===== config.mk =====
export PLATFORM = sky130hd
export DESIGN_NAME = wb_cpu_master
export DESIGN_NICKNAME = d
export VERILOG_FILES = /design/src/rtl/wb_cpu_master.sv
export SDC_FILE = /design/constraint.sdc
export NUM_CORES = 1
export LEC_CHECK = 0
export CAP_MARGIN = 20
export CELL_PAD_IN_SITES_DETAIL_PLACEMENT = 2
export CELL_PAD_IN_SITES_GLOBAL_PLACEMENT = 2
export CORE_ASPECT_RATIO = 1.1
export CORE_MARGIN = 2
export CORE_UTILIZATION = 25
export CTS_CLUSTER_SIZE = 25
export DETAILED_ROUTE_END_ITERATION = 6
export PLACE_DENSITY = 0.89
export SLEW_MARGIN = 20
export SYNTH_ARGS = -nofsm -noshare
export SYNTH_HDL_FRONTEND = slang
export SYNTH_SLANG_ARGS = --single-unit

===== constraint.sdc =====
create_clock -name clk_i -period 1.9 [get_ports clk_i]
set_clock_uncertainty 0.05 [all_clocks]
set_input_delay 0.19 -clock clk_i [delete_from_list [all_inputs] [get_ports clk_i]]
set_output_delay 0.19 -clock clk_i [all_outputs]
set_load 0.1 [all_outputs]

===== src/rtl/wb_cpu_master.sv =====
// Wishbone initiator for the 6502 core: one single-cycle strobe per accepted request, then ack wait.
// Define WB_TIMEOUT_EN to bound the ack wait to TIMEOUT_CYCLES and report expiry on err_o.
module wb_cpu_master #(
    parameter int unsigned WB_DATA_WIDTH  = 8,
    parameter int unsigned WB_ADDR_WIDTH  = 7,
    parameter int unsigned TIMEOUT_CYCLES = 16
) (
    input  logic                     clk_i,
    input  logic                     rst_ni,
    input  logic                     cpu_req_i,
    input  logic                     cpu_we_i,
    input  logic [WB_ADDR_WIDTH-1:0] cpu_adr_i,
    input  logic [WB_DATA_WIDTH-1:0] cpu_dat_i,
    output logic                     cpu_rdy_o,
    output logic [WB_DATA_WIDTH-1:0] cpu_dat_o,
    output logic                     cpu_rvalid_o,
    input  logic                     stall_i,
    output logic                     stb_o,
    output logic                     we_o,
    output logic [WB_ADDR_WIDTH-1:0] adr_o,
    output logic [WB_DATA_WIDTH-1:0] dat_o,
    input  logic [WB_DATA_WIDTH-1:0] dat_i,
    input  logic                     ack_i,
    output logic                     err_o
);

    typedef enum logic [1:0] {StIdle, StStrobe, StWait} state_e;

    state_e                   state_q, state_d;
    logic                     stb_q, stb_d;
    logic                     we_q, we_d;
    logic [WB_ADDR_WIDTH-1:0] adr_q, adr_d;
    logic [WB_DATA_WIDTH-1:0] dat_q, dat_d;
    logic [WB_DATA_WIDTH-1:0] rdat_q, rdat_d;
    logic                     rvalid_q, rvalid_d;
    logic                     accept;

    if (TIMEOUT_CYCLES < 2) begin : g_bad_timeout
        $error("wb_cpu_master: TIMEOUT_CYCLES must be >= 2");
    end

`ifdef WB_TIMEOUT_EN
    localparam int unsigned CntW = $clog2(TIMEOUT_CYCLES);

    logic [CntW-1:0] cnt_q, cnt_d;
    logic            err_q, err_d;
    logic            expired;

    // Compared before increment: WAIT lasts exactly TIMEOUT_CYCLES cycles without ack.
    assign expired = (cnt_q == CntW'(TIMEOUT_CYCLES - 1));
    assign err_o   = err_q;
`else
    assign err_o   = 1'b0;
`endif

    // Combinational so a falling stall_i is visible to the CPU in the same cycle.
    assign cpu_rdy_o = rst_ni && (state_q == StIdle) && !stall_i;
    assign accept    = cpu_req_i && cpu_rdy_o;

    assign stb_o        = stb_q;
    assign we_o         = we_q;
    assign adr_o        = adr_q;
    assign dat_o        = dat_q;
    assign cpu_dat_o    = rdat_q;
    assign cpu_rvalid_o = rvalid_q;

    always_comb begin
        state_d  = state_q;
        stb_d    = 1'b0;
        we_d     = we_q;
        adr_d    = adr_q;
        dat_d    = dat_q;
        rdat_d   = rdat_q;
        rvalid_d = 1'b0;
`ifdef WB_TIMEOUT_EN
        cnt_d    = cnt_q;
        err_d    = 1'b0;
`endif

        unique case (state_q)
            StIdle: begin
                if (accept) begin
                    we_d    = cpu_we_i;
                    adr_d   = cpu_adr_i;
                    dat_d   = cpu_dat_i;
                    stb_d   = 1'b1;
                    state_d = StStrobe;
                end
            end
            // Strobe drops after one cycle: slaves ack every cycle they see stb.
            StStrobe: begin
                state_d = StWait;
`ifdef WB_TIMEOUT_EN
                cnt_d   = '0;
`endif
            end
            StWait: begin
                if (ack_i) begin
                    if (!we_q) begin
                        rdat_d   = dat_i;
                        rvalid_d = 1'b1;
                    end
                    state_d = StIdle;
                end
`ifdef WB_TIMEOUT_EN
                else if (expired) begin
                    err_d = 1'b1;
                    if (!we_q) begin
                        rdat_d   = '1;
                        rvalid_d = 1'b1;
                    end
                    state_d = StIdle;
                end else begin
                    cnt_d = cnt_q + 1'b1;
                end
`endif
            end
            default: state_d = StIdle;
        endcase
    end

    always_ff @(posedge clk_i or negedge rst_ni) begin
        if (!rst_ni) begin
            state_q  <= StIdle;
            stb_q    <= 1'b0;
            we_q     <= 1'b0;
            adr_q    <= '0;
            dat_q    <= '0;
            rdat_q   <= '0;
            rvalid_q <= 1'b0;
`ifdef WB_TIMEOUT_EN
            cnt_q    <= '0;
            err_q    <= 1'b0;
`endif
        end else begin
            state_q  <= state_d;
            stb_q    <= stb_d;
            we_q     <= we_d;
            adr_q    <= adr_d;
            dat_q    <= dat_d;
            rdat_q   <= rdat_d;
            rvalid_q <= rvalid_d;
`ifdef WB_TIMEOUT_EN
            cnt_q    <= cnt_d;
            err_q    <= err_d;
`endif
        end
    end

endmodule

==> out/qor.txt <==
Final HPWL DP: 2024 microns
Synth-to-layout area growth: 56.85%
Avg Synthesized Cell Area: 17.40 sq um
Delay-heaviest family, CP: flip-flops
FF-to-FF Start: state_q[0]
Clock sink count: 28
Most common cell after layout, fill and taps aside: buf_4
DRT Wirelength: 2565 microns
Die ar.: 4930 sq um
Fmax: 599.4 MHz
Vias per cell: 4.170
Total gr overflow: 0
Largest net degree at the start of global routing: 29
Via count: 734
Placed insts: 172
Max incr delay on CP: 0.45 ns
Row cnt: 25
Worst path buffer plus inverter count: 2
Layout Nets: 152
Met1 global-route usage: 13.37%
Syn Nets: 92
Critical path cell sequence: nor4b_4 > buf_4 > buf_12
CP max-delay cell: dfrtp_1
Area of the multi-input gates: 370.4 sq um
Critical path startpoint: state_q[0]
Post-CTS Resized: 0
Iter 0 DRT Violations: 21
CP max FO: 4
Post-Syn Instances: 63
GP Congestion: 0.6644
Layout fillers: 438
Total GRT Usage: 11.04%
Data required, critical path: 1.66 ns
IO Port Bufs: 55
TritonCTS buffer count: 3
Top cells by area, synth: dfrtp_1, mux2_2, mux2_4
DRT Pass-1 Iters: 3
Area leader, netlist: dfrtp_1
TritonCTS clock tree: done
Seq/Total Area, Yosys: 63.93%
Initial core utilization: 25.76%
Hold/Removal Path Class: input port to asynchronous set/reset pin
Unrepaired setup endpoints after global routing: false
Clock transition at path regs: 0.09 ns
Mapped cell area: 1096 sq um
Yosys top cell area share: 63.93%
Crit Reg-Reg Endpoint: adr_o[1]
DR DRC count: 0
Synthesized flop and latch total: 28
Vias in the first global route: 845
Routed len/inst: 14.57 microns
Final setup TNS: 0 ns
# hold bufs at CTS: 0
CTS H-tree depth: 1
FF-to-FF path depth: 3
Slew Limit Fails: 0
Crit Path Category: flop to primary output
Met2 usage: 18.70%
Worst R2R Setup Slack: 0.33 ns
Skew-Pair Late Insertion Delay: 0.27 ns
Number of antenna diodes: 0
Reg area: 700.7 sq um
Yosys warns: 0
CTS Buffer Depth: 2
Final setup violation count: 0
Final hold violations: 0
WHS: 0.3040 ns
CTS root buf: clkbuf_8
Most frequent cells in the layout: buf_4, dfrtp_1, clkdlybuf4s50_1
Core Box Area: 4254 sq um
DRT antenna net count: 0
Status: finished clean
Fin crit period: 1.668 ns
Die Y: 73.45 microns
Final period utilization: 87.80%
Setup bufs post-CTS: 0
Final Non-Filler Cells: 176
Startpoint class of the critical path: flop
Max cap viols: 0
Netlist cell types: 12
WP data arrival: 1.43 ns
CP endpoint kind: primary output
Die width: 67.13 microns
Top Usage Layer GRT: met2
Fraction of layout cells with a size suffix above 1: 50.82%
Ports: 57
Global-route wire length before repair: 4105 microns
Number of antenna violations at the first check in global routing: 0
M3 GR Usage: 3.828%
## flip-flops by register name, summed over array words and instances (netlist names)
| register | count |
|---|---|
| adr_o | 7 |
| state_q | 2 |
| cpu_rvalid_o | 1 |
| cpu_dat_o | 8 |
| we_o | 1 |
| stb_o | 1 |
| dat_o | 8 |
## worst max path at each step
| stage | endpoint | slack [ns] | depth (start not counted) |
|---|---|---|---|
| final | cpu_rdy_o | 0.23 | 3 |
| after global routing | cpu_rdy_o | 0.17 | 3 |
| after CTS | cpu_rdy_o | 0.21 | 3 |
| after detailed placement | adr_o[6] | 0.10 | 4 |
| after global placement | dat_o[7] | 0.17 | 4 |
| after floorplan | we_o | -0.56 | 4 |
## layout make-up
cell class                 instances  share of cell area [%]
clock buffer                       4                   3.202
inverter                           2                  0.4367
multi-input combinational         30                   21.54
sequential                        28                   40.76
tap                               54                   3.930
timing repair buffer              58                   30.13
## cell usage after synthesis (all sizes together)
cell type   n
dfrtp      28
nor4bb      1
nand2       1
nor2        1
buf         3
mux2       25
conb        1
nor4b       1
inv         2
## through the flow
stage                     utilization, %  instance area [sq um]  setup slack (ns)
after global routing               40.41                   1719            0.1655
after floorplan                        -                   1096           -0.5563
final                              40.41                   1719            0.2318
after CTS                          40.41                   1719            0.2069
after global placement             39.12                   1664            0.1722
after detailed placement           39.12                   1664            0.1021
## metal layers
layer	part of all wire, %	routed length [microns]
met4	0.47	12
met5	0	0
met2	52	1322
met1	38	986
met3	9.5	243
## logic make-up (layout without fill, tap and decap cells)
logic type / after synthesis / after routing / synth area share (%)
DFF: 28 / 28 / 63.93
muxes: 25 / 25 / 28.42
buffers and inverters: 5 / 64 / 2.854
and+or+nand+nor: 4 / 4 / 4.451
other: 1 / 1 / 0.3421
Power is not shown: default switching activity piles up to over one toggle a cycle in this logic, so the estimate is an artifact.
